===== config.mk =====
export PLATFORM = sky130hd
export DESIGN_NAME = quad_decoder
export DESIGN_NICKNAME = d
export VERILOG_FILES = /design/src/rtl/quad_pkg.sv /design/src/rtl/phase_filter.sv /design/src/rtl/quad_decoder.sv
export SDC_FILE = /design/constraint.sdc
export NUM_CORES = 1
export LEC_CHECK = 0
export CAP_MARGIN = 20
export CORE_UTILIZATION = 40
export CTS_BUF_LIST = sky130_fd_sc_hd__clkbuf_16
export CTS_CLUSTER_SIZE = 25
export DETAILED_ROUTE_END_ITERATION = 12
export SETUP_SLACK_MARGIN = 0.05
export SYNTH_ARGS = -nofsm -noshare
export SYNTH_HDL_FRONTEND = slang
export SYNTH_SLANG_ARGS = --single-unit

===== constraint.sdc =====
create_clock -name CLK -period 6.35 [get_ports CLK]
set_clock_uncertainty 0.1 [all_clocks]
set_input_delay 1.27 -clock CLK [delete_from_list [all_inputs] [get_ports CLK]]
set_output_delay 1.27 -clock CLK [all_outputs]
set_load 0.03 [all_outputs]

===== src/rtl/quad_pkg.sv =====
// Shared definitions for the quadrature decoder.
//
// Contents:
//   state_t      - decoder FSM states (ST_INIT, ST_TRACK)
//   dec_t        - classification of one filtered phase-pair transition
//   PH_*         - phase-pair constants, written as {A, B}
//   phase_index  - position of a phase pair along the up-count Gray cycle
//   decode_step  - classifies a (prev, cur) pair as none / up / down / illegal
package quad_pkg;

    typedef enum logic [0:0] {
        ST_INIT,
        ST_TRACK
    } state_t;

    typedef enum logic [1:0] {
        DEC_NONE,
        DEC_UP,
        DEC_DOWN,
        DEC_ILLEGAL
    } dec_t;

    // Phase pairs as {A, B}; up-count order is 00 -> 10 -> 11 -> 01 -> 00.
    localparam logic [1:0] PH_00 = 2'b00;
    localparam logic [1:0] PH_10 = 2'b10;
    localparam logic [1:0] PH_11 = 2'b11;
    localparam logic [1:0] PH_01 = 2'b01;

    // Maps each phase pair onto its slot in the up-count cycle so a transition
    // becomes a modulo-4 difference.
    function automatic logic [1:0] phase_index(input logic [1:0] ph);
        logic [1:0] idx;
        case (ph)
            PH_00:   idx = 2'd0;
            PH_10:   idx = 2'd1;
            PH_11:   idx = 2'd2;
            default: idx = 2'd3; // PH_01
        endcase
        return idx;
    endfunction

    // Difference of +1 is an up step, -1 (3) a down step, 0 no movement and
    // 2 means both phases flipped at once, which has no defined direction.
    function automatic dec_t decode_step(input logic [1:0] prev, input logic [1:0] cur);
        logic [1:0] diff;
        dec_t       res;
        diff = phase_index(cur) - phase_index(prev);
        case (diff)
            2'd0:    res = DEC_NONE;
            2'd1:    res = DEC_UP;
            2'd3:    res = DEC_DOWN;
            default: res = DEC_ILLEGAL;
        endcase
        return res;
    endfunction

endpackage


===== src/rtl/phase_filter.sv =====
// Synchronizer and stability filter for one raw quadrature phase.
//
// The raw pin passes through a two-flop synchronizer. The filtered value only
// follows the synchronized value after the two have disagreed for FILTER_LEN
// consecutive cycles; any agreement in between restarts the count, so short
// glitches never reach the filtered output.
//
// Ports:
//   clk       in   system clock, rising edge
//   rst_n     in   synchronous active-low reset
//   raw       in   raw phase pin, asynchronous to clk
//   load      in   force filtered value to the synchronized value now
//   synced    out  second synchronizer stage
//   filtered  out  debounced phase value
module phase_filter #(
    parameter int unsigned FILTER_LEN = 4
) (
    input  logic clk,
    input  logic rst_n,
    input  logic raw,
    input  logic load,
    output logic synced,
    output logic filtered
);

    // Reaching FILTER_LEN-1 with a mismatch still present means this is the
    // FILTER_LEN-th differing cycle, so the filtered value updates here.
    localparam logic [7:0] CNT_LAST = 8'(FILTER_LEN - 1);

    logic       sync1_q;
    logic       sync2_q;
    logic       filt_q;
    logic [7:0] cnt_q;

    always_ff @(posedge clk) begin
        if (!rst_n) begin
            sync1_q <= 1'b0;
            sync2_q <= 1'b0;
            filt_q  <= 1'b0;
            cnt_q   <= 8'd0;
        end else begin
            sync1_q <= raw;
            sync2_q <= sync1_q;
            if (load) begin
                filt_q <= sync2_q;
                cnt_q  <= 8'd0;
            end else if (sync2_q == filt_q) begin
                cnt_q <= 8'd0;
            end else if (cnt_q == CNT_LAST) begin
                filt_q <= sync2_q;
                cnt_q  <= 8'd0;
            end else begin
                cnt_q <= cnt_q + 8'd1;
            end
        end
    end

    assign synced   = sync2_q;
    assign filtered = filt_q;

endmodule


===== src/rtl/quad_decoder.sv =====
// Quadrature encoder decoder with wrapping position counter.
//
// Both phases are synchronized and glitch-filtered, then each change of the
// filtered {A, B} pair is decoded into an up step, a down step, or an illegal
// double-bit jump. Legal steps move POS and pulse STEP for one cycle; illegal
// jumps set the sticky ERR flag. After reset the decoder waits for the
// synchronizers to fill, then adopts the current pin levels as its starting
// phase without decoding, so a resting encoder never produces a spurious step.
//
// Ports:
//   CLK      in   system clock, rising edge
//   RST_N    in   synchronous active-low reset
//   QA, QB   in   raw encoder phases, asynchronous to CLK
//   CLR      in   synchronous clear of POS (wins over a same-cycle step)
//   ERR_CLR  in   synchronous clear of ERR (loses to a same-cycle illegal jump)
//   POS      out  position, modulo 2^CNT_W
//   STEP     out  one-cycle pulse per legal transition
//   DIR      out  direction of last legal step, 1 = up
//   ERR      out  sticky illegal-transition flag
module quad_decoder
    import quad_pkg::*;
#(
    parameter int unsigned FILTER_LEN = 4,
    parameter int unsigned CNT_W      = 16
) (
    input  logic             CLK,
    input  logic             RST_N,
    input  logic             QA,
    input  logic             QB,
    input  logic             CLR,
    input  logic             ERR_CLR,
    output logic [CNT_W-1:0] POS,
    output logic             STEP,
    output logic             DIR,
    output logic             ERR
);

    // INIT lasts FILTER_LEN+2 cycles: counter runs 0 .. FILTER_LEN+1.
    localparam logic [8:0]       INIT_LAST = 9'(FILTER_LEN + 1);
    localparam logic [CNT_W-1:0] POS_ONE   = CNT_W'(1);

    logic             sync_a;
    logic             sync_b;
    logic             filt_a;
    logic             filt_b;
    logic             load_init;
    logic [1:0]       cur_ph;
    dec_t             dec;

    state_t           state_q;
    logic [8:0]       init_cnt_q;
    logic [1:0]       prev_q;
    logic [CNT_W-1:0] pos_q;
    logic             step_q;
    logic             dir_q;
    logic             err_q;

    phase_filter #(
        .FILTER_LEN (FILTER_LEN)
    ) u_filt_a (
        .clk      (CLK),
        .rst_n    (RST_N),
        .raw      (QA),
        .load     (load_init),
        .synced   (sync_a),
        .filtered (filt_a)
    );

    phase_filter #(
        .FILTER_LEN (FILTER_LEN)
    ) u_filt_b (
        .clk      (CLK),
        .rst_n    (RST_N),
        .raw      (QB),
        .load     (load_init),
        .synced   (sync_b),
        .filtered (filt_b)
    );

    assign load_init = (state_q == ST_INIT) && (init_cnt_q == INIT_LAST);
    assign cur_ph    = {filt_a, filt_b};
    assign dec       = decode_step(prev_q, cur_ph);

    always_ff @(posedge CLK) begin
        if (!RST_N) begin
            state_q    <= ST_INIT;
            init_cnt_q <= 9'd0;
            prev_q     <= PH_00;
            pos_q      <= '0;
            step_q     <= 1'b0;
            dir_q      <= 1'b0;
            err_q      <= 1'b0;
        end else begin
            step_q <= 1'b0;

            case (state_q)
                ST_INIT: begin
                    if (load_init) begin
                        // Filters load the same synchronized pair this edge, so
                        // the first TRACK cycle sees prev == cur.
                        prev_q     <= {sync_a, sync_b};
                        init_cnt_q <= 9'd0;
                        state_q    <= ST_TRACK;
                    end else begin
                        init_cnt_q <= init_cnt_q + 9'd1;
                    end
                end

                ST_TRACK: begin
                    prev_q <= cur_ph;
                    unique case (dec)
                        DEC_NONE: ;
                        DEC_UP: begin
                            pos_q  <= pos_q + POS_ONE;
                            dir_q  <= 1'b1;
                            step_q <= 1'b1;
                        end
                        DEC_DOWN: begin
                            pos_q  <= pos_q - POS_ONE;
                            dir_q  <= 1'b0;
                            step_q <= 1'b1;
                        end
                        DEC_ILLEGAL: begin
                            err_q <= 1'b1;
                        end
                    endcase
                end

                default: begin
                    state_q <= ST_INIT;
                end
            endcase

            // Later assignment overrides any step taken above.
            if (CLR) begin
                pos_q <= '0;
            end

            // A fresh illegal jump in the same cycle keeps the flag set.
            if (ERR_CLR && !((state_q == ST_TRACK) && (dec == DEC_ILLEGAL))) begin
                err_q <= 1'b0;
            end
        end
    end

    assign POS  = pos_q;
    assign STEP = step_q;
    assign DIR  = dir_q;
    assign ERR  = err_q;

endmodule

==> impl_metrics.json, run 1 <==
{
  "cp-end-kind": "register",
  "yosysSeqAreaShare_pct": 38.3,
  "hold_viol": 0,
  "r2r-start": "u_filt_a.filtered$_SDFFE_PN0P_",
  "synth-seq-cells": 53,
  "final_cell_area_um2": 3270,
  "core_um2": 6530,
  "mostFrequentLayoutCell": "dfxtp_1",
  "io_pins": 25,
  "worstPathArrival_ps": 4030,
  "slowest_stage": "ha_1",
  "die_x_um": 85.3,
  "gp_congestion": 0.838,
  "required_ps": 6410,
  "avgSynthCellArea_um2": 8.94,
  "crit_chain": "inv_1 > ha_1 > ha_1 > inv_1 > nand2_1 > xnor2_1 > ha_1 > or3_1 > or3_4 > or4_4 > a21oi_1 > nor3b_2",
  "status": "complete, no violations",
  "groute.usage.overall_pct": 17.2,
  "rows": 29,
  "tightest_slew_ps": 735,
  "portBuffers": 24,
  "drt-pass1-iter-count": 4,
  "area_delta_synth_final_pct": 17.9,
  "setup_viol": 0,
  "powerDensity_nw_per_um2": 225,
  "worstSetupStartpointType": "register",
  "start_util_pct": 42.5,
  "antenna_found_initial": 0,
  "fin_crit_ps": 3970,
  "grt-ovfl-total": 0,
  "grt_pass1_vias": 2135,
  "worst-path-max-fanout": 23,
  "hold_class": "register to register",
  "grt_pass1_wl_mm": 10.2,
  "cts_sinks": 53,
  "cts_root_buf": "clkbuf_16",
  "cts-resized-gates": 0,
  "final_nets": 348,
  "avgRoutedWirePerCell_um": 14.0,
  "drive_above_1_share_pct": 6.61,
  "drtIter0Drc": 120,
  "timing.fmax_ghz": 0.252,
  "worstSetupStartpoint": "u_filt_a.filtered$_SDFFE_PN0P_",
  "cts_tree": "yes",
  "postCtsHoldBufs": 0,
  "max_slew_margin_pct": 50.7,
  "timing.max_cap.violations": 0,
  "synth.net_count": 326,
  "synth_edf_count": 0,
  "critical_path.most_common_cell": "ha_1",
  "routed_wl_mm": 5.75,
  "antennaDiodeCount": 0,
  "hold_start": "u_filt_a.sync1_q$_SDFF_PN0_",
  "dpl-instance-area_um2": 3070,
  "synth_area_um2": 2770,
  "crit_buf_inv": 2,
  "netlist_instances": 310,
  "antenna_left": 0,
  "drc_errors": 0,
  "finalSetupTns_ps": 0,
  "power_leakage_nw": 1.30,
  "dieArea_um2": 7270,
  "layout_common_cells": "dfxtp_1, nor2_1, clkdlybuf4s50_1",
  "rsz0062_at_grt": "no",
  "grt_max_degree": 24,
  "ys_types": 54,
  "clock_latency_ps": 290,
  "crit_type": "register to register",
  "htreeDepth": 2,
  "via_per_inst": 5.65,
  "drv_slew": 0,
  "dieHeight_um": 85.3,
  "max_stage_delay_ps": 690,
  "period_share_pct": 62.5,
  "dp_hpwl_mm": 4.05,
  "crit_family": "simple AND/OR/NAND/NOR gates",
  "cts_setup_buffers": 0,
  "yosysWarningCount": 0,
  "peakVddDrop_uv": 109,
  "synth_ff_type": "dfxtp_1",
  "cts_buffers": 5,
  "clk_pin_slew_worst_paths_ps": 70,
  "clockBufferDepth": 2,
  "vias": 2316,
  "async_flop_share_pct": 0
}
==> path summary, 6_finish.rpt <==
path              slack, ps                         end  cells after the start
setup / recovery       2380        POS[14]$_SDFFE_PP0P_                     12
hold / removal          340  u_filt_a.synced$_SDFF_PN0_                      1
setup reg to reg       2380        POS[14]$_SDFFE_PP0P_                     12
hold reg to reg         340  u_filt_a.synced$_SDFF_PN0_                      1
==> routing by layer <==
| layer | part of all wire (%) | global-route usage, % |
|---|---|---|
| met5 | 0 | 0 |
| met1 | 49 | 24.1 |
| met3 | 4.1 | 3.70 |
| met4 | 1.2 | 4.55 |
| met2 | 46 | 27.1 |
==> cell type report <==
cell class / count / area, um^2
clock buffers: 5 / 125
clock inverters: 3 / 68.8
fillers: 657 / 3260
multi-input cells: 232 / 1620
flip-flops and latches: 53 / 1060
well taps: 77 / 96.3
repair buffers: 24 / 240
inverters: 16 / 60.1
==> where the power goes <==
group	switching [mW]	internal, mW
Combinational	0.0231	0.0164
Sequential	0.00641	0.337
Clock	0.124	0.227
Total	0.153	0.581
==> metrics by stage <==
| step | worst slack, ps | power [mW] | util [%] | std cells | hold WS, ps |
|---|---|---|---|---|---|
| finish | 2380 | 0.734 | 50.0 | 410 | 339 |
| global route | 2120 | 0.767 | 50.0 | 410 | 365 |
| CTS | 2390 | 0.742 | 50.0 | 410 | 342 |
| detailed placement | 2420 | 0.391 | 47.1 | 402 | 325 |
| global placement | 2550 | 0.390 | 47.1 | 402 | 320 |
| floorplan | 2850 | 0.380 | - | 310 | 312 |
==> registers in the layout, indices dropped and copies added (netlist names), 2 cells and up <==
signal / flops
POS: 16
init_cnt_q: 9
u_filt_a.cnt_q: 8
u_filt_b.cnt_q: 8
prev_q: 2
==> kinds of logic after synthesis <==
kind of cell               after synthesis  share of synthesized area, %
and+or+nand+nor                        156                          33.3
DFF                                     53                          38.3
AOI/OAI and AO/OA                       30                          7.63
xor gates and xnor gates                26                          9.25
buffers and inverters                   25                          3.43
muxes                                   10                          3.61
adders and majority gates               10                          4.51
==> Yosys cell counts, types with 6 or more instances <==
library cell	n	area, um^2
ha_1	10	125
nor2b_1	7	43.8
mux2i_1	10	100
dfxtp_1	53	1060
xor2_1	19	166
nor2_1	32	120
clkbuf_1	8	30.0
inv_1	16	60.1
and3_1	7	43.8
nor3_1	7	35.0
a21oi_1	8	40.0
nand2b_1	7	43.8
nand3_1	19	95.1
nand4_1	6	37.5
nand2_1	20	75.1
or4_1	6	45.0
Note: power is estimated with default switching activity, not from simulation.
==> run 2, diff against run 1 <==
Clock period 6.35 ns to 3.9 ns, I/O delays scaled along.
==> run 2 against run 1 <==
Net effect: register-to-register slack worse by 2000 ps; power is 55% higher; non-clock buffer count up 4; setup slack worse by 2000 ps; clock power is 46% higher; sequential power increased by 63%; hold slack lost 5.0 ps; critical endpoint unchanged; highest routed layer unchanged.
==> impl_metrics.json, run 2 (same netlist as run 1, synthesis figures left out) <==
{
  "status": "complete, no violations",
  "grt_max_degree": 23,
  "dieHeight_um": 85.3,
  "powerDensity_nw_per_um2": 348,
  "htreeDepth": 2,
  "grt-ovfl-total": 0,
  "peakVddDrop_uv": 196,
  "drt-pass1-iter-count": 4,
  "worstSetupStartpoint": "u_filt_a.filtered$_SDFFE_PN0P_",
  "dp.cells": 406,
  "vias": 2275,
  "fillers": 619,
  "layout_common_cells": "dfxtp_1, nor2_1, clkdlybuf4s50_1",
  "crit_type": "register to register",
  "grt_pass1_wl_mm": 10.1,
  "finalSetupTns_ps": 0,
  "dpl-instance-area_um2": 3100,
  "clock_latency_ps": 300,
  "setup_viol": 0,
  "antennaDiodeCount": 0,
  "via_per_inst": 5.50,
  "timing.fmax_ghz": 0.284,
  "drtIter0Drc": 83,
  "final_nets": 352,
  "dp_hpwl_mm": 4.07,
  "cts_buffers": 5,
  "highest_layer": "met4",
  "wl_met3_um": 228,
  "groute.usage.overall_pct": 17.3,
  "portBuffers": 24,
  "clockBufferDepth": 2,
  "avgRoutedWirePerCell_um": 14.3,
  "postCtsHoldBufs": 0,
  "largest_register_ffs": 16,
  "required_ps": 3960,
  "worstSetupStartpointType": "register",
  "power_leakage_nw": 1.31,
  "period_share_pct": 90.3,
  "area_delta_synth_final_pct": 18.1,
  "cts_setup_buffers": 0,
  "cts-resized-gates": 0,
  "mostFrequentLayoutCell": "dfxtp_1",
  "rsz0062_at_grt": "no",
  "max_slew_margin_pct": 48.3,
  "total_power_mw": 1.14,
  "cp-end-kind": "register",
  "timing.max_cap.violations": 0,
  "hold_ws_ps": 334,
  "io_pins": 25,
  "instances_no_fill": 414,
  "routed_wl_mm": 5.92,
  "cts_sinks": 53,
  "start_util_pct": 42.5,
  "cts_root_buf": "clkbuf_16",
  "grt_pass1_vias": 2166,
  "core_um2": 6530,
  "die_x_um": 85.3,
  "antenna_left": 0,
  "rows": 29,
  "r2r-start": "u_filt_a.filtered$_SDFFE_PN0P_",
  "clk_pin_slew_worst_paths_ps": 70,
  "met1_length_mm": 2.97,
  "drv_slew": 0,
  "antenna_found_initial": 0,
  "cts_tree": "yes",
  "hold_start": "u_filt_a.sync1_q$_SDFF_PN0_",
  "tightest_slew_ps": 774,
  "dieArea_um2": 7270,
  "r2r_setup_slack_ps": 380,
  "worst-path-max-fanout": 5,
  "worstPathArrival_ps": 3580,
  "wl_met2_mm": 2.62,
  "drc_errors": 0,
  "gp_congestion": 0.814,
  "hold_viol": 0,
  "final_cell_area_um2": 3270,
  "fin_crit_ps": 3520,
  "hold_class": "register to register",
  "drive_above_1_share_pct": 7.72
}
[run 2: metrics by stage]
stage	util, %	worst slack [ps]
floorplan	-	397
global placement	47.5	506
detailed placement	47.5	413
CTS	50.1	395
global route	50.1	194
finish	50.1	379
[run 2: routing by layer]
layer	GRT usage, %	vias up
li1	-	1162
met4	7.42	0
met3	3.11	7
met1	22.4	1069
met2	28.3	37
met5	0	-
[run 2: final cells by class]
cell class | instances | area [um^2] | area share (%)
tap | 77 | 96.3 | 2.94
inverter | 16 | 60.1 | 1.83
multi-input combinational | 232 | 1620 | 49.4
clock inverter | 3 | 43.8 | 1.34
sequential | 53 | 1060 | 32.4
timing repair buffer | 28 | 270 | 8.26
clock buffer | 5 | 125 | 3.82
[run 2: worst max-delay path, stage by stage, from the launching register on]
cell	delay [ps]
dfxtp_1	410
inv_1	70
ha_1	290
ha_1	210
xor3_1	400
nand2_1	100
xnor2_1	140
ha_1	220
or3_1	340
or3_4	370
or4_4	490
a21oi_1	180
nor3b_2	60
[run 2: report_power, final]
| group | total, mW | switching [mW] | leakage (nW) | internal (mW) |
|---|---|---|---|---|
| combinational | 0.0693 | 0.0399 | 0.800 | 0.0295 |
| sequential | 0.559 | 0.0103 | 0.428 | 0.549 |
| clock | 0.511 | 0.206 | 0.0842 | 0.304 |
[run 2: path summary, 6_finish.rpt]
path | end | depth (start not counted)
setup / recovery | POS[14]$_SDFFE_PP0P_ | 12
hold / removal | u_filt_a.synced$_SDFF_PN0_ | 1
hold reg to reg | u_filt_a.synced$_SDFF_PN0_ | 1
setup reg to reg | POS[14]$_SDFFE_PP0P_ | 12
==> run 3, diff against run 2 <==
Settings changed: ABC_AREA set to 1.
==> run 3 against run 2 <==
Net effect: clock-buffer cell count stayed put; sequential share of layout area down 3.6 points; final cell count up 43%; hold slack got worse by 23 ps; synthesized cell count is 50% higher; core utilization down 2.2 points; critical path type unchanged; setup slack better by 460 ps; non-clock buffer count decreased by 3.
==> impl_metrics.json, run 3 <==
{
  "use_met3_pct": 3.18,
  "min_to": "u_filt_b.synced$_SDFF_PN0_",
  "grt-ovfl-total": 0,
  "gp_congestion": 0.875,
  "power_leakage_nw": 1.61,
  "antenna_left": 0,
  "grt_pass1_wl_mm": 11.9,
  "synth_top_family_by_area": "simple AND/OR/NAND/NOR gates",
  "cts-resized-gates": 0,
  "cts_root_buf": "clkbuf_16",
  "r2r_cells": 18,
  "timing.max_cap.violations": 0,
  "r2r_setup_slack_ps": 830,
  "dieHeight_um": 91.1,
  "clk_pin_slew_worst_paths_ps": 70,
  "worst-path-max-fanout": 19,
  "vias": 2875,
  "dpl-instance-area_um2": 3510,
  "tightest_slew_ps": 622,
  "synth_compound_area_share_pct": 12.4,
  "clock_latency_ps": 290,
  "fillers": 774,
  "final_cell_area_um2": 3680,
  "yosysWarningCount": 0,
  "synth_top_cell_area_share_pct": 33.4,
  "antenna_found_initial": 0,
  "cts_sinks": 53,
  "yosys.area_share.xor_xnor_pct": 6.26,
  "crit_type": "register to register",
  "area_delta_synth_final_pct": 15.9,
  "hold_class": "register to register",
  "postCtsHoldBufs": 0,
  "cts_buffers": 5,
  "finalSetupTns_ps": 0,
  "grtUsageMet2_pct": 32.3,
  "die_x_um": 91.1,
  "cts_setup_buffers": 0,
  "required_ps": 3980,
  "io_pins": 25,
  "drive_above_1_share_pct": 8.55,
  "synth.net_count": 482,
  "drv_slew": 0,
  "netlist_instances": 466,
  "avgRoutedWirePerCell_um": 11.5,
  "synth-seq-cells": 53,
  "grt_pass1_vias": 2750,
  "use_met1_pct": 20.1,
  "synth_mux_area_share_pct": 0,
  "clockBufferDepth": 2,
  "drtIter0Drc": 79,
  "layout_common_cells": "nand2_1, inv_1, dfxtp_1",
  "core_um2": 7690,
  "hold_start": "u_filt_b.sync1_q$_SDFF_PN0_",
  "rsz0062_at_grt": "no",
  "via_per_inst": 4.85,
  "synthTopCellsByCount": "nand2_1, inv_1, dfxtp_1, nor2_1, nand3_1",
  "htreeDepth": 2,
  "start_util_pct": 41.3,
  "synth.most_common_cell": "nand2_1",
  "avgSynthCellArea_um2": 6.82,
  "ys_types": 42,
  "worstPathArrival_ps": 3150,
  "top_usage_layer": "met2",
  "hold_viol": 0,
  "max_slew_margin_pct": 58.5,
  "drc_errors": 0,
  "grt_max_degree": 22,
  "utilization_pct": 47.9,
  "synth_area_leaders": "dfxtp_1, nand2_1, inv_1",
  "period_share_pct": 78.6,
  "cts_tree": "yes",
  "r2r-end": "POS[10]$_SDFFE_PP0P_",
  "peakVddDrop_uv": 176,
  "yosysSeqAreaShare_pct": 33.4,
  "synth_ff_type": "dfxtp_1",
  "multi_input_area_um2": 1760,
  "dp_hpwl_mm": 5.08,
  "setup_viol": 0,
  "hold_path_depth": 2,
  "portBuffers": 24,
  "synth_edf_count": 0,
  "antennaDiodeCount": 0,
  "seqCellArea_um2": 1060,
  "r2r-start": "u_filt_a.filtered$_SDFFE_PN0P_",
  "rows": 32,
  "synth_top_area_cell": "dfxtp_1",
  "fin_crit_ps": 3070,
  "synth_area_um2": 3180,
  "async_flop_share_pct": 0,
  "drt-pass1-iter-count": 4,
  "cp-end-kind": "register",
  "mostFrequentLayoutCell": "nand2_1",
  "groute.usage.overall_pct": 17.4,
  "synth-simple-area-share_pct": 32.7,
  "final_nets": 506,
  "largest_register_ffs": 16,
  "dieArea_um2": 8310,
  "worstSetupStartpointType": "register",
  "synthAdderAreaFrac_pct": 3.94,
  "total_power_mw": 1.12,
  "routed_wl_mm": 6.80,
  "timing.fmax_ghz": 0.326,
  "powerDensity_nw_per_um2": 303,
  "status": "complete, no violations"
}
==> run 3: cell count changes after synthesis, sizes merged, moves of 9 or more <==
cell | before | now
nor2 | 32 | 53
mux2i | 10 | 0
a21oi | 8 | 27
o21ai | 3 | 19
nand3 | 19 | 36
inv | 16 | 83
or4 | 9 | 0
and3 | 10 | 1
nand2 | 20 | 116
o41ai | 1 | 12
==> run 3: cells by family after synthesis <==
kind of cell / Yosys count
AO/OA/AOI/OAI: 66
XOR/XNOR: 21
adder cells (fa/ha/maj): 10
buffers and inverters: 92
flip-flops: 53
AND/OR/NAND/NOR: 224
==> run 3: stage by stage <==
step           setup slack [ps]  hold slack (ps)  instances
6_report                    834              312        593
5_1_grt                     511              359        593
4_1_cts                     836              313        593
3_5_place_dp                561              295        585
3_3_place_gp                589              293        585
2_1_floorplan              1330              290        466
==> run 3: critical path: stages (launching register included) <==
cell     delay (ps)
dfxtp_1         390
inv_1            80
ha_1            300
ha_1            330
inv_1           220
nand3_4         350
nand2_1         190
nand2_1          60
inv_1            70
ha_1            130
inv_1            30
nand2_1         110
nand3_1          90
nand2_1         140
nand2_1         100
nand3_1          90
nand2_1          50
nor2_1           80
nor2_1           40
==> run 3: report_power, final <==
group | internal [mW] | leakage, nW | total [mW] | switching, mW
Clock | 0.308 | 0.0848 | 0.516 | 0.208
Sequential | 0.548 | 0.428 | 0.555 | 0.00662
Combinational | 0.0167 | 1.10 | 0.0455 | 0.0288
==> run 3: how the worst max path moves through the flow <==
stage                                    from              endpoint  slack, ps  depth (start not counted)
2_1_floorplan  u_filt_a.filtered$_SDFFE_PN0P_   POS[8]$_SDFFE_PP0P_       1330                         22
3_3_place_gp                            RST_N   POS[4]$_SDFFE_PP0P_        590                          7
3_5_place_dp                            RST_N   POS[2]$_SDFFE_PP0P_        560                          7
4_1_cts        u_filt_a.filtered$_SDFFE_PN0P_  POS[10]$_SDFFE_PP0P_        840                         18
5_1_grt        u_filt_a.filtered$_SDFFE_PN0P_   POS[8]$_SDFFE_PP0P_        510                         18
6_report       u_filt_a.filtered$_SDFFE_PN0P_  POS[10]$_SDFFE_PP0P_        830                         18
==> run 3: cell type report <==
cell class	instances	area share (%)
clock buffer	5	3.40
timing repair buffer	25	6.73
sequential	53	28.8
tap	102	3.46
multi-input combinational	321	47.7
clock inverter	3	1.29
inverter	84	8.63
==> run 3: layer usage <==
layer  wire (um)  part of all wire [%]  vias up
li1            -                     -     1527
met2        3330                    49       50
met3         227                   3.3       10
met5           0                     0        -
met1        3150                    46     1288
met4         102                   1.5        0
